===== config.mk =====
export PLATFORM = sky130hd
export DESIGN_NAME = shift_serializer
export DESIGN_NICKNAME = d
export VERILOG_FILES = /design/src/rtl/shift_serializer.sv
export SDC_FILE = /design/constraint.sdc
export NUM_CORES = 1
export LEC_CHECK = 0
export BUFFER_PORTS_ARGS = -buffer_cell sky130_fd_sc_hd__buf_4
export CAP_MARGIN = 5
export CORE_AREA = 2 2 39 41
export DETAILED_ROUTE_END_ITERATION = 16
export DIE_AREA = 0 0 41 43
export PLACE_DENSITY = 0.58
export SYNTH_ARGS = -nofsm -noshare
export SYNTH_HDL_FRONTEND = slang
export SYNTH_SLANG_ARGS = --single-unit

===== constraint.sdc =====
create_clock -name clk_i -period 2.47 [get_ports clk_i]
set_input_delay 0.1235 -clock clk_i [delete_from_list [all_inputs] [get_ports clk_i]]
set_output_delay 0.1235 -clock clk_i [all_outputs]
set_load 0.01 [all_outputs]

===== src/rtl/shift_serializer.sv =====
// Parallel-in, serial-out frame serializer: loads Size words through a valid/ready
// port and streams them word 0 first on a valid/ready port, flagging the last word.
module shift_serializer #(
  parameter int unsigned Width = 1,
  parameter int unsigned Size  = 4
) (
  input  logic                    clk_i,
  input  logic                    rst_ni,
  input  logic [Width*Size-1:0]   par_data_i,
  input  logic                    load_valid_i,
  output logic                    load_ready_o,
  output logic [Width-1:0]        data_o,
  output logic                    valid_o,
  output logic                    last_o,
  input  logic                    ready_i
);

  localparam int unsigned CntW = (Size > 1) ? $clog2(Size) : 1;
  localparam logic [CntW-1:0] LastIdx = CntW'(Size - 1);

  typedef enum logic [0:0] {
    IDLE  = 1'b0,
    SHIFT = 1'b1
  } state_e;

  state_e                  state_r, state_n_s;
  logic [CntW-1:0]         cnt_r, cnt_n_s;
  logic [Width*Size-1:0]   buf_r, buf_n_s;
  logic [Width-1:0]        data_r, data_n_s;
  logic                    valid_r, valid_n_s;
  logic                    last_r, last_n_s;
  logic                    load_ready_s;
  logic                    load_fire_s;
  logic                    beat_s;

  // A new frame may enter when idle or while the final word is leaving.
  assign load_ready_s = (state_r == IDLE) || (valid_r && ready_i && last_r);
  assign load_fire_s  = load_valid_i && load_ready_s;
  assign beat_s       = valid_r && ready_i;

  assign load_ready_o = load_ready_s;
  assign data_o       = data_r;
  assign valid_o      = valid_r;
  assign last_o       = last_r;

  // Next-state, next-count, next-buffer and the next registered output word.
  always_comb begin
    state_n_s = state_r;
    cnt_n_s   = cnt_r;
    buf_n_s   = buf_r;
    data_n_s  = {Width{1'b0}};
    valid_n_s = 1'b0;
    last_n_s  = 1'b0;

    if (load_fire_s) begin
      state_n_s = SHIFT;
      cnt_n_s   = {CntW{1'b0}};
      buf_n_s   = par_data_i;
    end else if (beat_s) begin
      if (cnt_r == LastIdx) begin
        state_n_s = IDLE;
        cnt_n_s   = {CntW{1'b0}};
      end else begin
        cnt_n_s   = cnt_r + CntW'(1);
      end
    end else begin
      state_n_s = state_r;
      cnt_n_s   = cnt_r;
    end

    // Outputs are precomputed from the next state so they come straight from flops.
    case (state_n_s)
      SHIFT: begin
        valid_n_s = 1'b1;
        data_n_s  = buf_n_s[cnt_n_s*Width +: Width];
        last_n_s  = (cnt_n_s == LastIdx);
      end
      IDLE: begin
        valid_n_s = 1'b0;
        data_n_s  = {Width{1'b0}};
        last_n_s  = 1'b0;
      end
      default: begin
        valid_n_s = 1'b0;
        data_n_s  = {Width{1'b0}};
        last_n_s  = 1'b0;
      end
    endcase
  end

  // State, count, frame buffer and output registers.
  always_ff @(posedge clk_i or negedge rst_ni) begin
    if (!rst_ni) begin
      state_r <= IDLE;
      cnt_r   <= {CntW{1'b0}};
      buf_r   <= {(Width*Size){1'b0}};
      data_r  <= {Width{1'b0}};
      valid_r <= 1'b0;
      last_r  <= 1'b0;
    end else begin
      state_r <= state_n_s;
      cnt_r   <= cnt_n_s;
      buf_r   <= buf_n_s;
      data_r  <= data_n_s;
      valid_r <= valid_n_s;
      last_r  <= last_n_s;
    end
  end

endmodule


* Yosys cells after proc, flatten, opt, wreduce, memory -nomap -nowiden
Cells that the tools add are included.
Operators by class: bitwise operators 2, shifts and indexed selects 1, multiplexer cells 10, reductions and logical operators 4, $add $sub $neg 1, equality and inequality tests 2
Operators with widths (count):
- $mux W2 | 3
- $pmux W1 S2 | 3
- $eq A2 B2 Y1 const B | 2
- $mux W4 | 1
- $shiftx A4 B3 Y1 | 1
- $logic_and A1 B1 Y1 | 3
- $mux W1 | 3
- $add A2 B1 Y2 const B | 1
- $not A1 Y1 | 2
- $logic_or A1 B1 Y1 | 1
Storage, ports and cells: input port bits 8, bits in registers 10, logic and storage cells 26

* Depth between registers and ports, before layout
depth in word-level cells 7, gate-level depth with buffers 6

* Worst setup path after synthesis
OpenSTA, ideal clock, no wires.
kind reg-to-reg, start point reg cnt_r[1], end point reg data_r, in the netlist data_o, setup time 0.125 ns, setup slack 0.920 ns, data arrival time 1.425 ns, period minus slack after synthesis 1.550 ns, path buffers 0, stages on the path, launching flop included 7, cells stage by stage dfrtp_1 ha_1 nand2_1 and3_1 a311oi_2 nand4bb_1 nand3_1
Between the ends: longest elaborated chain between the ends 6
RTL lines:
- start: declaration | RTL line 27 | logic [CntW-1:0] cnt_r, cnt_n_s;
- start signal: assignment | RTL line 95 | cnt_r <= {CntW{1'b0}};
- start signal: assignment | RTL line 102 | cnt_r <= cnt_n_s;
- $add A2 B1 Y2 or $eq A2 B2 Y1 (tied branches) | RTL line 64, 60
- $mux W2 | RTL line 60 | if (cnt_r == LastIdx) begin
- $mux W2 * | RTL line 59 | end else if (beat_s) begin
- $mux W2 * | RTL line 55 | if (load_fire_s) begin
- via cnt_n_s[1] | RTL line 27
- $shiftx A4 B3 Y1 * | RTL line 75 | data_n_s = buf_n_s[cnt_n_s*Width +: Width];
- $pmux W1 S2 * | RTL line 72 | case (state_n_s)
- via data_n_s | RTL line 29 | logic [Width-1:0] data_r, data_n_s;
- end signal: assignment | RTL line 97 | data_r <= {Width{1'b0}};
- end signal: assignment | RTL line 104 | data_r <= data_n_s;
- end: declaration | RTL line 29
Mark *: on every way through the listed nets, which the timed path passes. The rest lies on a longest branch.

* Worst setup path after layout
start point reg cnt_r[0], end point reg data_r, in the netlist data_o
Between the ends: longest elaborated chain between the ends 6
RTL lines (RTL line):
- $add A2 B1 Y2 or $eq A2 B2 Y1 (tied branches) | 64, 60
- $mux W2 * | 60
- $mux W2 * | 59
- $mux W2 * | 55
- via cnt_n_s[1] | 27
- $shiftx A4 B3 Y1 * | 75
- $pmux W1 S2 * | 72
- via data_n_s | 29
Marks and branches as above.

==> run summary <==
The flow ran to the end, and the final reports show no timing, DRC or antenna violations. The met3 wirelength from detailed routing is 52 µm. Highest clock rate: 586 MHz. Entering global routing, the biggest net connects 12 pins. The startpoint identified for the worst register-to-register timing path is cnt_r[0]. The share of the yosys chip area belonging to registers is 0.448, and the final net count is 72. Counting flops and latches in the post-synthesis netlist gives 9. For the pin with the worst max-slew slack, the measured transition is 371 ps. For the number of rows in the core area, the log shows 14. The tools report the data arrival time of the critical path as 1840 ps. Using the TritonRoute via totals, the vias-per-cell ratio works out to 5.08.

The detailed router placed 396 vias in this run. The maximum buffer depth of the clock tree is 2, and the final routed wire length divided by cell count is 12.5 µm. The number of buffers inserted during clock tree synthesis was 3; the initial standard-cell utilization of the core was 0.363. Leaving out fill and tap cells, the most frequent cells in the layout are buf_4 (11), dfrtp_1 (9), nand2_1 (8), mux2_2 (4). The detailed-router iteration count before antenna repair is 2.

After global routing the overflow that remains totals 0. The critical path is of the reg -> reg type. The die is 41 µm wide.

For the maximum clock skew at final layout, the log shows 4.04 ps. The signal on the critical path passes through ha_1 -> nand2_1 -> and3_1 -> a311oi_2 -> nand4bb_1 -> nand3_1. The tools report the startpoint type of the worst setup path as a flop. The repair_antennas step left the layout with diodes totalling 0. The wire length on met1 is 453 µm. The ratio of final minimum period to clock period came out at 0.690. Averaged over all synthesized cells, the footprint is 10.7 µm². The Yosys step of the flow raised 0 warnings. On the critical path, the stage with the largest delay is an instance of dfrtp_1. In this run the vertical extent of the chip is 43 µm. The detailed-route DRC error count was 0; the wire length of the first global-routing pass was 1.56 mm. For this design the static power due to leakage is 0.311 nW.

The weighted congestion reported at the end of routability-driven placement is 0.746, and the number of H-tree branching levels is 1. The total track usage was 0.140. For the total met2 wirelength after detailed routing, the log shows 461 µm. Setup violations remaining at the end of the flow were counted as 0.

Clock latency on the worst-skew pair, taken at its later pin, is 250 ps. The max-slew headroom at the worst pin is 0.753, and the count of final max-slew check failures is 0. The run gives 0 as the hold violation total from the final report.

Setup repair after global routing left no endpoint under its margin. In this run, the number of DRC markers left after iteration 0 of detailed routing was 7. The number of buffers added on ports was 11. The total area inside the core boundary comes to 0.00138 mm². The via count of the first global-routing pass is 352, and the endpoint required time on the critical path is 2610 ps. The final HPWL from detailed placement came out at 761 µm.

Setup slack on the worst reg-to-reg path comes out at 760 ps. STA classifies the critical path endpoint as a flop. Number of nets in the synthesized netlist: 56.

On the critical path the largest part of the delay comes from simple AND/OR/NAND/NOR gates. The final critical delay including setup and external delays was 1710 ps; the share of layout cells above drive strength 1 was 0.371. TritonCTS built the clock tree.

For the total die area, the log shows 0.00176 mm². The clock-pin transition on the worst setup and hold timing paths works out to 60 ps. The final core utilization was 0.458. The tool flagged a number of max-cap violations equal to 0. The startpoint identified for the worst hold timing path is par_data_i[2]. The area added between synthesis and finish works out to 26.1%. The run gives 0 ps as the accumulated negative setup slack.

The run gives 0 as the number of antenna violations at the first check in global routing. Across the VDD grid, the largest voltage drop is 465 µV. On the worst path, the slowest cell contributes a delay of 420 ps. Together, buffers and inverters on the worst path number 0. The netlist uses 24 different library cells.

The cell sitting at the root of the clock tree is a clkbuf_4. The library cell used most frequently in the layout, excluding fill and tap cells, is buf_4. The cell area that synthesis handed to floorplanning was 503 µm². Classification of the worst-slack hold path: in -> reg.

The residual antenna-violating net count after detailed routing was 0; the number of instances in the synthesized netlist was 47. The number of ports placed on the die boundary was 12. The total detailed-routing wirelength is 977 µm. The clock drives 9 sinks. Post-cts resize count: 0. Tracing the worst setup path back leads to its startpoint at cnt_r[0]. The detailed router used layers up to and including met4. In this run the worst path has a maximum fanout of 5. For this design the ratio of total power to cell area is 1240 mW/mm².
power breakdown:
group | internal (mW) | total, mW | switching (mW)
registers | 0.220 | 0.290 | 0.0693
logic | 0.207 | 0.386 | 0.179
clock network | 0.0621 | 0.111 | 0.0490
timing repair:
action	4_1_cts	5_1_grt
endpoints found under the hold margin	9	0
setup buffers	0	0
hold buffers	1	0
state kept, by name (all words and copies together) (netlist names):
register / cells
buf_r: 4
cnt_r: 2
data_o: 1
last_o: 1
state_r: 1
path summary, 6_finish.rpt:
path                       endpoint  depth (start not counted)
max reg2reg                  data_o                          6
min reg2reg                buf_r[0]                          2
max                          data_o                          6
min in group asynchronous    last_o                          2
max in group asynchronous    data_o                          2
min                        buf_r[2]                          2
metrics by stage:
step / cells / area [µm²] / power (mW) / hold slack, ps / worst slack, ps
3_3_place_gp: 73 / 598 / 0.670 / -44.2 / 842
5_1_grt: 78 / 634 / 0.853 / 82.5 / 671
2_1_floorplan: 47 / 503 / 0.569 / -172 / 920
6_report: 78 / 634 / 0.787 / 96.4 / 765
4_1_cts: 78 / 634 / 0.798 / 89.2 / 770
3_5_place_dp: 73 / 598 / 0.680 / -45.9 / 784
layer usage:
| metal | vias up | track usage |
|---|---|---|
| met1 | 183 | 0.192 |
| met4 | 0 | 0.100 |
| met5 | - | 0 |
| met3 | 2 | 0.0471 |
| li1 | 202 | - |
| met2 | 9 | 0.175 |
Yosys cell counts, drive strengths merged:
cell | instances | area (µm²)
nand2 | 10 | 47.6
dfrtp | 9 | 225
mux2 | 4 | 45.0
nand2b | 3 | 26.3
nand3 | 3 | 15.0
and3 | 2 | 12.5
inv | 2 | 7.51
a2111o | 1 | 11.3
a21bo | 1 | 10.0
a22o | 1 | 8.76
a311oi | 1 | 15.0
a31oi | 1 | 6.26
buf | 1 | 7.51
ha | 1 | 12.5
mux2i | 1 | 10.0
nand4bb | 1 | 11.3
nor2 | 1 | 3.75
nor2b | 1 | 6.26
o211ai | 1 | 7.51
o21ai | 1 | 5.00
o221ai | 1 | 8.76
cell type report:
cell class                 count  area (µm²)
clock buffer                   4        26.3
fill                         134         749
inverter                       2        7.51
multi-input combinational     35         263
sequential                     9         225
tap                           16        20.0
timing repair buffer          12        92.6
cells by family after synthesis:
logic type | Yosys count | synth area share
compound gates | 8 | 0.144
simple gates | 21 | 0.244
mux | 5 | 0.109
fa+ha+maj | 1 | 0.0249
flops | 9 | 0.448
buf+inv | 3 | 0.0299
worst register-to-register path, stage by stage, from the launching register on:
cell	delay, ps
dfrtp_1	420
ha_1	290
nand2_1	40
and3_1	190
a311oi_2	380
nand4bb_1	190
nand3_1	80
(Power assumes the default switching activity.)
